### config.mk
export PLATFORM = sky130hd
export DESIGN_NAME = uart_tx_fifo_ctrl
export DESIGN_NICKNAME = d
export VERILOG_FILES = /design/src/rtl/uart_tx_fifo_ctrl.sv
export SDC_FILE = /design/constraint.sdc
export NUM_CORES = 1
export LEC_CHECK = 0
export CAP_MARGIN = 25
export CORE_UTILIZATION = 57
export DETAILED_ROUTE_END_ITERATION = 6
export PLACE_DENSITY = 0.76
export SLEW_MARGIN = 20
export SYNTH_ARGS = -nofsm -noshare
export SYNTH_HDL_FRONTEND = slang
export SYNTH_SLANG_ARGS = --single-unit
export TNS_END_PERCENT = 30
### constraint.sdc
create_clock -name clk -period 6.3 [get_ports clk]
set_input_delay 1.26 -clock clk [delete_from_list [all_inputs] [get_ports clk]]
set_output_delay 1.26 -clock clk [all_outputs]
set_load 0.02 [all_outputs]
### src/rtl/uart_tx_fifo_ctrl.sv
// Transmit-side byte FIFO with a launch controller: pops one byte per UART frame,
// strobes transmit, then waits for tx_busy to rise and fall (or time out) before the next.
module uart_tx_fifo_ctrl #(
  parameter int DATA_WIDTH   = 8,
  parameter int DEPTH        = 16,
  parameter int BUSY_TIMEOUT = 32
) (
  input  logic                    clk,
  input  logic                    reset,
  input  logic                    wr_en,
  input  logic [DATA_WIDTH-1:0]   wr_data,
  output logic                    full,
  output logic                    empty,
  output logic [$clog2(DEPTH):0]  count,
  output logic                    overflow,
  input  logic                    tx_busy,
  output logic                    transmit,
  output logic [DATA_WIDTH-1:0]   TxData,
  output logic                    tx_error
);

  localparam int AW = $clog2(DEPTH);
  localparam int TW = $clog2(BUSY_TIMEOUT + 1);
  localparam logic [AW:0]   FULL_COUNT = (AW + 1)'(DEPTH);
  localparam logic [TW-1:0] TIMER_LAST = TW'(BUSY_TIMEOUT - 1);

  typedef enum logic [1:0] {
    IDLE,
    WAIT_BUSY,
    WAIT_DONE
  } state_t;

  state_t                state, state_next;
  logic [DATA_WIDTH-1:0] mem [DEPTH];
  logic [AW-1:0]         wr_ptr, rd_ptr;
  logic [TW-1:0]         timer;
  logic                  wr_accept, pop, timer_clr, timer_inc, timeout;

  assign full      = (count == FULL_COUNT);
  assign empty     = (count == '0);
  // A write while full is rejected even if a pop happens on the same edge.
  assign wr_accept = wr_en && !full;

  // NOTE: every signal driven here gets a default first so no latch is inferred.
  always_comb begin
    state_next = state;
    pop        = 1'b0;
    timer_clr  = 1'b0;
    timer_inc  = 1'b0;
    timeout    = 1'b0;
    case (state)
      IDLE: begin
        if (!empty && !tx_busy) begin
          pop        = 1'b1;
          timer_clr  = 1'b1;
          state_next = WAIT_BUSY;
        end
      end
      WAIT_BUSY: begin
        if (tx_busy) begin
          state_next = WAIT_DONE;
        end else if (timer == TIMER_LAST) begin
          timeout    = 1'b1;
          state_next = IDLE;
        end else begin
          timer_inc = 1'b1;
        end
      end
      WAIT_DONE: begin
        if (!tx_busy) state_next = IDLE;
      end
      default: state_next = IDLE;
    endcase
  end

  // NOTE: sequential state uses non-blocking assignments so every register samples pre-edge values.
  always_ff @(posedge clk) begin
    if (reset) begin
      state    <= IDLE;
      wr_ptr   <= '0;
      rd_ptr   <= '0;
      count    <= '0;
      timer    <= '0;
      transmit <= 1'b0;
      overflow <= 1'b0;
      tx_error <= 1'b0;
      TxData   <= '0;
    end else begin
      state    <= state_next;
      transmit <= pop;
      overflow <= wr_en && full;
      tx_error <= timeout;
      if (wr_accept) wr_ptr <= wr_ptr + 1'b1;
      if (pop) begin
        rd_ptr <= rd_ptr + 1'b1;
        TxData <= mem[rd_ptr];
      end
      if (timer_clr)      timer <= '0;
      else if (timer_inc) timer <= timer + 1'b1;
      case ({wr_accept, pop})
        2'b10:   count <= count + 1'b1;
        2'b01:   count <= count - 1'b1;
        default: count <= count;
      endcase
    end
  end

  // NOTE: the storage array has no reset; pointers and count define which entries are valid.
  always_ff @(posedge clk) begin
    if (wr_accept && !reset) mem[wr_ptr] <= wr_data;
  end

endmodule

==> results.md <==
* Required @ worst endpoint at 6.65 ns
* WL per Instance at 21.44 um
* Sequential area share after synthesis at 0.6914
* Area fraction of the dominant cell type after synthesis at 0.5926
* Critical path class: input port to flip-flop
* Pin count of the biggest net entering global routing at 36
* Die ar. at 0.01181 mm2
* Slew @ Worst Pin at 0.9206 ns
* Area contributors post-synth: edfxtp_1 59%, mux4_2 11%, dfxtp_1 9.9%
* Netlist cell types at 43
* Die height at 108.7 um
* First-pass DRT Iterations at 4
* Max-Cap Viols at 0
* Mean post-synth cell area at 17.30 um2
* TritonCTS Buffers at 17
* Post-CTS Setup Bufs at 0
* Synth area leader: edfxtp_1
* Yosys warns at 0
* Vias in the first global route at 3402
* Clk pwr share at 0.377
* Routed Wire Length at 12.00 mm
* WHS Path Cells at 2
* First-pass GRT wire length at 18.88 mm
* Sw frac at 0.2695
* Post-Route Setup TNS at 0 ns
* Mapped cell area at 0.006486 mm2
* Status: complete, no violations
* GRT Total Usage at 0.2285
* Post-synth EDFFs at 128
* Cts hold-fix bufs at 0
* Cell internal pwr at 2.131 mW
* Initial core utilization at 0.5906
* Slack of the worst reg-to-reg path at 3.13 ns
* Primary FF master, synth: edfxtp_1
* Via count at 3365
* Peak supply drop at 223.6 uV
* Reg2reg path depth at 11
* CTS H-tree depth at 4
* Pwr per Cell Area at 387.4 mW/mm2
* Worst Hold End: timer[1]
* Initial antenna violation count at 0
* Post-CTS Resized at 0
* Share of cells above drive strength 1 at 0.2190
* Flops & latches, synth at 160
* Worst-path fanout max at 8
* Clock Skew at 0.008736 ns
* Syn Inst Count at 375
* Clk buf depth at 2
* Place WS at 1.999 ns
* Fin nets at 429
* DIE WIDTH at 108.7 um
* Hold WC Path Type: flip-flop to flip-flop
* Clk sinks at 160
* DRC Markers at 0
* CTS tree: done
* Critical path startpoint category: input port
* Synth-to-Final Area Change at 16.11%
* Final hold vios at 0
* ANT cells at 0
* Clock latency on the worst-skew pair at 0.42 ns
* Post-synthesis compound-gate area fraction at 0.03993
* Core area at 0.01098 mm2
* Gpl congestion at 0.7663
* RSZ-0062 raised after global routing: false
* Simple-gate area share of the yosys netlist at 0.07002
* Peak Freq at 260.4 MHz
* 1st-iter DRT viols at 340
* IO Pins at 30
* Dpl hpwl at 7.529 mm
* Final number of setup-violating endpoints at 0
* Hold_sp: timer[1]
* Setup crit end kind: flip-flop
* Vias/cell at 6.009
* Routed Antenna Nets at 0
* Ys async rst share at 0
* NetSw at 0.7864 mW
* Sequential Power Share at 0.438
* Max_slew headroom at 0.3840
* Final worst-path cycle share at 0.6096
* Number of port buffers at 29
* RR Endpoint: count[4]
* Synth Area in Adders at 0.01929
* Cell leakage power at 2.414 nW
* Post-synthesis mux area share at 0.1373
* Fin. max-slew vios at 0
* XOR/XNOR Fraction of Synth Area at 0.02025
* Gate power share at 0.184
* Worst r2r src: count[1]
* FP Rows at 38
* GR Overflow Total at 0
* Crit path arrival time at 4.19 ns
* Root buffer cell: clkbuf_16
* Syn nets at 397
* Fin crit period at 3.841 ns
* Clk slew on worst S/H paths at 0.06 ns
* Combinational family with the most area after synthesis: multiplexers
* Setup WS post-layout at 2.459 ns
worst max-delay path, cell delays in order:
cell and delay (ns):
clkdlybuf4s50_1 0.47, a21boi_0 0.54, inv_1 0.21, ha_1 0.35, xor2_1 0.18, ha_1 0.23
a211o_1 0.27, a21oi_1 0.14, a221oi_1 0.07, or3_1 0.33, a21oi_1 0.15
cells by family after synthesis:
kind of cell	Yosys count
xor+xnor	15
flops	160
mux	49
compound gates	29
fa+ha+maj	10
simple gates	84
buf+inv	28
routing by layer:
layer  GRT usage  part of all wire
met1      0.3171              0.42
met2      0.3558              0.49
met3     0.04005             0.065
met4      0.1081             0.027
met5           0                 0
power groups by stage:
stage / Clock (mW) / Sequential, mW / Combinational, mW
floorplan: 0 / 1.29 / 0.376
global placement: 0 / 1.30 / 0.526
detailed placement: 0 / 1.30 / 0.541
CTS: 1.11 / 1.28 / 0.543
global route: 1.15 / 1.29 / 0.585
finish: 1.10 / 1.28 / 0.537
sequential cells by signal (all words and copies together), names as in the netlist:
signal	count
overflow	1
TxData	8
wr_ptr	4
tx_error	1
count	5
transmit	1
mem	128
rd_ptr	4
state	2
timer	6
cells in the mapped netlist, drive strengths merged (4+ instances only):
| library cell | instances |
|---|---|
| nand2b | 4 |
| dfxtp | 32 |
| inv | 7 |
| nand3b | 10 |
| nor2 | 31 |
| nand2 | 16 |
| xnor2 | 7 |
| mux4 | 32 |
| xor2 | 8 |
| buf | 11 |
| nor3 | 5 |
| ha | 10 |
| edfxtp | 128 |
| clkbuf | 10 |
| a21oi | 8 |
| o221ai | 8 |
| mux2i | 17 |
| nand4 | 4 |
layout make-up:
| cell class | instances | area, um2 |
|---|---|---|
| clock buffers | 18 | 439.2 |
| well taps | 140 | 175.2 |
| repair buffers | 34 | 325.3 |
| clock inverters | 14 | 205.2 |
| inverters | 7 | 28.78 |
| flip-flops and latches | 160 | 4487 |
| multi-input cells | 187 | 1871 |
| fillers | 714 | 3452 |
layout by cell type, fill, tap and decap left out, types with 5 or more instances in the layout:
cell	n
clkbuf_16	17
mux4_2	32
nor2_2	5
mux2i_1	17
a21oi_1	7
nand2_1	16
xor2_1	8
inv_1	6
nand3b_1	9
edfxtp_1	128
clkinv_4	5
ha_1	10
o221ai_2	8
xnor2_1	7
nor2_1	25
dfxtp_1	30
clkdlybuf4s50_1	29
worst max path at each step:
stage           from  slack, ns  cells after the start        end
2_1_floorplan  wr_en       2.87                     10   count[4]
3_3_place_gp   wr_en       2.14                      6  mem[2][0]
3_5_place_dp   wr_en       2.00                      6  mem[1][0]
4_1_cts        wr_en       2.40                      6  mem[1][2]
5_1_grt        wr_en       2.26                     11   count[4]
6_report       wr_en       2.46                     11   count[4]
stage by stage:
stage	cells	util	area, um2	hold slack, ns	total power [mW]
3_5_place_dp	528	0.6266	6882	0.4973	1.841
6_report	560	0.6857	7531	0.5126	2.918
4_1_cts	560	0.6852	7526	0.5059	2.935
5_1_grt	560	0.6857	7531	0.5324	3.026
2_1_floorplan	375	-	6486	0.4589	1.665
3_3_place_gp	526	0.6249	6863	0.4754	1.822
Note: power is estimated with default switching activity, not from simulation.
